--- config.mk ---
export PLATFORM = sky130hd
export DESIGN_NAME = alu_result_stage_flat
export DESIGN_NICKNAME = d
export VERILOG_FILES = /design/src/rtl/alu_pkg.sv /design/src/rtl/alu_result_stage_if.sv /design/src/rtl/alu_flag_gen.sv /design/src/rtl/alu_result_stage.sv /design/src/flat_wrapper.sv
export SDC_FILE = /design/constraint.sdc
export NUM_CORES = 1
export LEC_CHECK = 0
export ABC_AREA = 1
export CAP_MARGIN = 25
export CELL_PAD_IN_SITES_DETAIL_PLACEMENT = 2
export CELL_PAD_IN_SITES_GLOBAL_PLACEMENT = 2
export CORE_MARGIN = 5
export CORE_UTILIZATION = 28
export CTS_BUF_LIST = sky130_fd_sc_hd__clkbuf_2 sky130_fd_sc_hd__clkbuf_4 sky130_fd_sc_hd__clkbuf_8
export DETAILED_ROUTE_END_ITERATION = 10
export PLACE_DENSITY_LB_ADDON = 0.1
export SETUP_SLACK_MARGIN = 0.02
export SLEW_MARGIN = 20
export SYNTH_ARGS = -nofsm -noshare
export SYNTH_HDL_FRONTEND = slang
export SYNTH_SLANG_ARGS = --single-unit
export TNS_END_PERCENT = 20
--- constraint.sdc ---
create_clock -name clk -period 1.6 [get_ports clk]
set_clock_uncertainty 0.2 [all_clocks]
set_input_delay 0.16 -clock clk [delete_from_list [all_inputs] [get_ports clk]]
set_output_delay 0.16 -clock clk [all_outputs]
set_load 0.1 [all_outputs]
--- src/rtl/alu_pkg.sv ---
// Shared types and constants for the ALU result stage: flag layout,
// ALU control-bit indices and the buffered entry. Macro: ALU_RESULT_PARITY_EN.
package alu_pkg;

    localparam int ALU_W = 16;

`ifdef ALU_RESULT_PARITY_EN
    localparam int FLAG_W = 4;
`else
    localparam int FLAG_W = 3;
`endif

    localparam int FLAG_Z = 0;
    localparam int FLAG_N = 1;
    localparam int FLAG_C = 2;
    localparam int FLAG_P = 3;

    localparam int CTL_ZX = 5;
    localparam int CTL_NX = 4;
    localparam int CTL_ZY = 3;
    localparam int CTL_NY = 2;
    localparam int CTL_F  = 1;
    localparam int CTL_NO = 0;

    typedef struct packed {
        logic [FLAG_W-1:0] flags;
        logic [ALU_W-1:0]  val;
    } entry_t;

endpackage

--- src/rtl/alu_result_stage_if.sv ---
// Handshake bundle between the ALU, the result stage and its consumer.
// slave: the stage; master: producer/consumer side (bench, ALU, writeback).
interface alu_result_stage_if #(
    parameter int WIDTH = 16
);
    import alu_pkg::*;

    logic              in_valid;
    logic              in_ready;
    logic [WIDTH-1:0]  in_val;
    logic [5:0]        in_ctrl;
    logic              in_carry;
    logic              in_setflags;
    logic              out_valid;
    logic              out_ready;
    logic [WIDTH-1:0]  out_val;
    logic [FLAG_W-1:0] out_flags;
    logic [FLAG_W-1:0] flags;
    logic [1:0]        count;

    modport slave (
        input  in_valid, in_val, in_ctrl, in_carry, in_setflags, out_ready,
        output in_ready, out_valid, out_val, out_flags, flags, count
    );

    modport master (
        output in_valid, in_val, in_ctrl, in_carry, in_setflags, out_ready,
        input  in_ready, out_valid, out_val, out_flags, flags, count
    );
endinterface

--- src/rtl/alu_flag_gen.sv ---
// Combinational condition-flag generator {P?,C,N,Z} for one ALU result.
// Ports: i_val result, i_f adder-select, i_carry adder carry, o_flags.
module alu_flag_gen
    import alu_pkg::*;
#(
    parameter int WIDTH = ALU_W
) (
    input  logic [WIDTH-1:0]  i_val,
    input  logic              i_f,
    input  logic              i_carry,
    output logic [FLAG_W-1:0] o_flags
);

    always_comb begin
        o_flags         = '0;
        o_flags[FLAG_Z] = (i_val == '0);
        o_flags[FLAG_N] = i_val[WIDTH-1];
        // carry only means something when the adder produced the result
        o_flags[FLAG_C] = i_f & i_carry;
`ifdef ALU_RESULT_PARITY_EN
        o_flags[FLAG_P] = ~^i_val;
`endif
    end

endmodule

--- src/rtl/alu_result_stage.sv ---
// ALU result stage: registers results with flags in a 2-entry FIFO and
// keeps the architectural flags. Ports: clk, reset_n, bus (slave). Macro: ALU_RESULT_PARITY_EN.
module alu_result_stage
    import alu_pkg::*;
#(
    parameter int WIDTH = ALU_W,
    parameter int DEPTH = 2
) (
    input  logic               clk,
    input  logic               reset_n,
    alu_result_stage_if.slave  bus
);

    localparam logic [1:0] FULL = 2'(DEPTH);

    entry_t            r_e0;
    entry_t            r_e1;
    logic              r_sf0;
    logic              r_sf1;
    logic [1:0]        r_count;
    logic [FLAG_W-1:0] r_flags;

    logic [FLAG_W-1:0] w_flags;
    entry_t            w_new;
    logic              w_push;
    logic              w_pop;
    logic              w_unused_ctrl;

    alu_flag_gen #(
        .WIDTH (WIDTH)
    ) u_flag_gen (
        .i_val   (bus.in_val),
        .i_f     (bus.in_ctrl[CTL_F]),
        .i_carry (bus.in_carry),
        .o_flags (w_flags)
    );

    assign w_unused_ctrl = ^{bus.in_ctrl[CTL_ZX:CTL_NY], bus.in_ctrl[CTL_NO]};

    assign w_new  = '{flags: w_flags, val: bus.in_val};
    assign w_push = bus.in_valid && bus.in_ready;
    assign w_pop  = bus.out_valid && bus.out_ready;

    assign bus.in_ready  = (r_count != FULL);
    assign bus.out_valid = (r_count != 2'd0);
    assign bus.out_val   = r_e0.val;
    assign bus.out_flags = r_e0.flags;
    assign bus.flags     = r_flags;
    assign bus.count     = r_count;

    always_ff @(posedge clk or negedge reset_n) begin
        if (!reset_n) begin
            r_e0    <= '0;
            r_e1    <= '0;
            r_sf0   <= 1'b0;
            r_sf1   <= 1'b0;
            r_count <= 2'd0;
            r_flags <= '0;
        end else begin
            if (w_pop && r_sf0) begin
                r_flags <= r_e0.flags;
            end
            // r_e0 is always the head; r_e1 only holds the second entry
            case (r_count)
                2'd0: begin
                    if (w_push) begin
                        r_e0    <= w_new;
                        r_sf0   <= bus.in_setflags;
                        r_count <= 2'd1;
                    end
                end
                2'd1: begin
                    if (w_push && w_pop) begin
                        r_e0  <= w_new;
                        r_sf0 <= bus.in_setflags;
                    end else if (w_push) begin
                        r_e1    <= w_new;
                        r_sf1   <= bus.in_setflags;
                        r_count <= 2'd2;
                    end else if (w_pop) begin
                        r_count <= 2'd0;
                    end
                end
                2'd2: begin
                    if (w_pop) begin
                        r_e0    <= r_e1;
                        r_sf0   <= r_sf1;
                        r_count <= 2'd1;
                    end
                end
                default: begin
                    r_count <= 2'd0;
                end
            endcase
        end
    end

endmodule

--- src/flat_wrapper.sv ---
// flat-port wrapper written by rule: the top's interface ports become plain ports
module alu_result_stage_flat import alu_pkg::*;
#(
    parameter int WIDTH = ALU_W,
    parameter int DEPTH = 2
)
  (clk, reset_n, bus_in_valid, bus_in_val, bus_in_ctrl, bus_in_carry, bus_in_setflags, bus_out_ready, bus_in_ready, bus_out_valid, bus_out_val, bus_out_flags, bus_flags, bus_count);
  alu_result_stage_if #(.WIDTH(WIDTH)) bus_i ();
  input  logic clk;
  input  logic reset_n;
  input wire logic [$bits(bus_i.in_valid)-1:0] bus_in_valid;
  input wire logic [$bits(bus_i.in_val)-1:0] bus_in_val;
  input wire logic [$bits(bus_i.in_ctrl)-1:0] bus_in_ctrl;
  input wire logic [$bits(bus_i.in_carry)-1:0] bus_in_carry;
  input wire logic [$bits(bus_i.in_setflags)-1:0] bus_in_setflags;
  input wire logic [$bits(bus_i.out_ready)-1:0] bus_out_ready;
  output wire logic [$bits(bus_i.in_ready)-1:0] bus_in_ready;
  output wire logic [$bits(bus_i.out_valid)-1:0] bus_out_valid;
  output wire logic [$bits(bus_i.out_val)-1:0] bus_out_val;
  output wire logic [$bits(bus_i.out_flags)-1:0] bus_out_flags;
  output wire logic [$bits(bus_i.flags)-1:0] bus_flags;
  output wire logic [$bits(bus_i.count)-1:0] bus_count;
  assign bus_i.in_valid = bus_in_valid;
  assign bus_i.in_val = bus_in_val;
  assign bus_i.in_ctrl = bus_in_ctrl;
  assign bus_i.in_carry = bus_in_carry;
  assign bus_i.in_setflags = bus_in_setflags;
  assign bus_i.out_ready = bus_out_ready;
  assign bus_in_ready = bus_i.in_ready;
  assign bus_out_valid = bus_i.out_valid;
  assign bus_out_val = bus_i.out_val;
  assign bus_out_flags = bus_i.out_flags;
  assign bus_flags = bus_i.flags;
  assign bus_count = bus_i.count;
  alu_result_stage #(.WIDTH(WIDTH), .DEPTH(DEPTH)) u_core (.clk(clk), .reset_n(reset_n), .bus(bus_i));
endmodule
==> results.yml <==
run_status:
  status: "finished with violations"
  violations: "negative setup slack"
global_routing:
  track_usage_pct: 14.5
  grt_pass1_vias: 2014
  antenna_found_initial: 0
  grt_pass1_wl_um: 10100
  overflow: 0
  grt_start_max_net_pins: 44
flow_run:
  maxCapViolCount: 0
drt:
  vias_per_cell: 4.39
  post-route-drc-count: 0
  drt_iter0_drc: 20
  vias: 1795
  ant_nets: 0
  routed_wl_um: 5910
  dr.pass1.iters: 4
  routedWlPerCell_um: 14.5
place:
  hpwl_um: 4170
  port_buffers: 48
  place_congestion: 0.757
clock_network:
  clkTransAtPathRegs_ps: 80
  root_buffer: "clkbuf_8"
  clk_latency_ps: 290
  htreeDepth: 2
  cts_buffer_depth: 2
  cts_buffers: 5
  cts.sinks: 43
  cts_tree: "done"
die:
  dieArea_um2: 9010
  io_pins: 54
  core_area_um2: 7140
  start_util_pct: 28.3
  die_w_um: 94.9
  rows: 31
  die_y_um: 94.9
worst_hold_path:
  worstHoldPathType: "in -> async"
yosys:
  yosysSeqAreaShare_pct: 53.3
  syn_area_um2: 2020
  synth.area.top_cells: "dfrtp_1 53%, nand2_1 17%, o21ai_0 5.7%"
  yosysUniqueCellTypes: 18
  synth.most_common_cell: "nand2_1"
  synthFlopType: "dfrtp_1"
  yosysWarnings: 0
  synthCells: 243
  synth_commonest_cells: "89 x nand2_1, 43 x dfrtp_1, 26 x inv_1, 23 x o21ai_0, 16 x o21ai_1"
  async_flop_share_pct: 100
  synth_edf_count: 0
  synthesis.nets: 271
  synth_top_area_cell: "dfrtp_1"
  avgSynthCellArea_um2: 8.31
  ys_seq_elements: 43
  yosys.area.top_type_share_pct: 53.3
final_layout:
  diodes: 0
  nets: 337
  drive_gt1_share_pct: 26.1
  area_growth_pct: 56.3
sta:
  max_slew.worst_pin.slew_ps: 299
  finalSetupViolCount: 21
  worst_slack_ps: -81.1
  finalHoldViolations: 0
  fin_tns_setup_ps: -475
  rsz0062_at_grt: "true"
  fin_crit_sh_pct: 105
  max_slew_margin_pct: 79.9
  slew_violations: 0
  max_freq_mhz: 595
  min_period_ps: 1680
worst_setup_path:
  setup.worst_path.start: "u_core.bus.count[1]"
  reg2reg_depth: 9
  rrSetupSlack_ps: -40
  start_kind: "flip-flop"
  critPathSlowestCell: "dfrtp_4"
  cp-end-kind: "output port"
  arrival_ps: 1320
  path_cells: "nor2_4 > buf_6 > clkinvlp_4 > buf_12"
  crit_type: "reg -> out"
  timing.rr.end: "u_core.bus.out_val[1]"
  cpPeakStageDelay_ps: 530
  worst-path-buf-inv: 3
  path_max_fanout: 5
  reg2reg_from: "u_core.bus.count[1]"
  cp_top_family: "flip-flops"
  worst-endpoint-required_ps: 1240
[registers in the layout, indices dropped and copies added, names as in the netlist]
register and count:
u_core.bus.count 2, u_core.r_e1 18, u_core.bus.flags 3, u_core.bus.out_val 15
u_core.bus.out_flags 3, u_core.r_sf1 1, u_core.r_sf0 1
[placed cells by master, fill, tap and decap left out, types with 3 or more instances in the layout]
| master | netlist | routed |
|---|---|---|
| buf_12 | 0 | 29 |
| buf_4 | 2 | 15 |
| clkbuf_4 | 0 | 3 |
| clkbuf_8 | 0 | 5 |
| clkdlybuf4s50_1 | 0 | 21 |
| dfrtp_1 | 43 | 41 |
| inv_1 | 26 | 24 |
| nand2_1 | 89 | 86 |
| nand2_2 | 0 | 3 |
| nand3_1 | 6 | 5 |
| nor2_1 | 12 | 11 |
| o21ai_0 | 23 | 20 |
| o21ai_1 | 16 | 18 |
| o21ai_2 | 8 | 9 |
[timing repair]
action,4_1_cts,5_1_grt
setup endpoints to repair,13,24
hold endpoints to repair,43,0
gates resized for setup,7,8
hold buffers,1,0
pin swaps,0,3
cloned,1,0
buffers inserted,4,1
[metrics by stage]
step	util [%]	std cells	area, um^2	worst slack (ps)	hold WS [ps]
final	44.2	409	3160	-81.1	165
after global routing	44.2	409	3160	-148	198
after CTS	43.8	408	3130	-82.5	178
after detailed placement	41.3	394	2940	-125	-38.6
after global placement	41.3	394	2940	-103	-35.6
after floorplan	-	243	2060	-324	-336
[cell type report]
cell class,instances,area [um^2]
clock buffer,8,91.3
fill,794,3980
timing repair buffer,70,973
inverter,29,123
multi-input combinational,160,761
sequential,43,1080
tap,99,124
[routing by layer]
| layer | vias up | track usage (%) | share of wire (%) |
|---|---|---|---|
| met5 | - | 0 | 0 |
| li1 | 882 | - | - |
| met1 | 876 | 19.2 | 46 |
| met3 | 6 | 3.43 | 3.8 |
| met4 | 0 | 3.61 | 1.0 |
| met2 | 31 | 23.9 | 49 |
[logic make-up after synthesis]
group	share of synthesized area, %
AOI/OAI and AO/OA	13.6
and+or+nand+nor	22.3
DFF	53.3
buffers and inverters	10.8
[worst max path at each step]
| stage | to | cells past startpoint |
|---|---|---|
| after floorplan | u_core.bus.flags[1] | 5 |
| after global placement | u_core.r_e1[16] | 7 |
| after detailed placement | u_core.r_e1[16] | 7 |
| after CTS | bus_in_ready | 3 |
| after global routing | bus_out_valid | 4 |
| final | bus_out_valid | 4 |
[tightest hold or removal path: stages]
cell,delay [ps]
dlygate4sd3_1,520
buf_2,120
buf_12,230
Power is left out: the tool's default activity adds up to more than one toggle a clock period on the data nets, which glitch-free logic cannot reach.
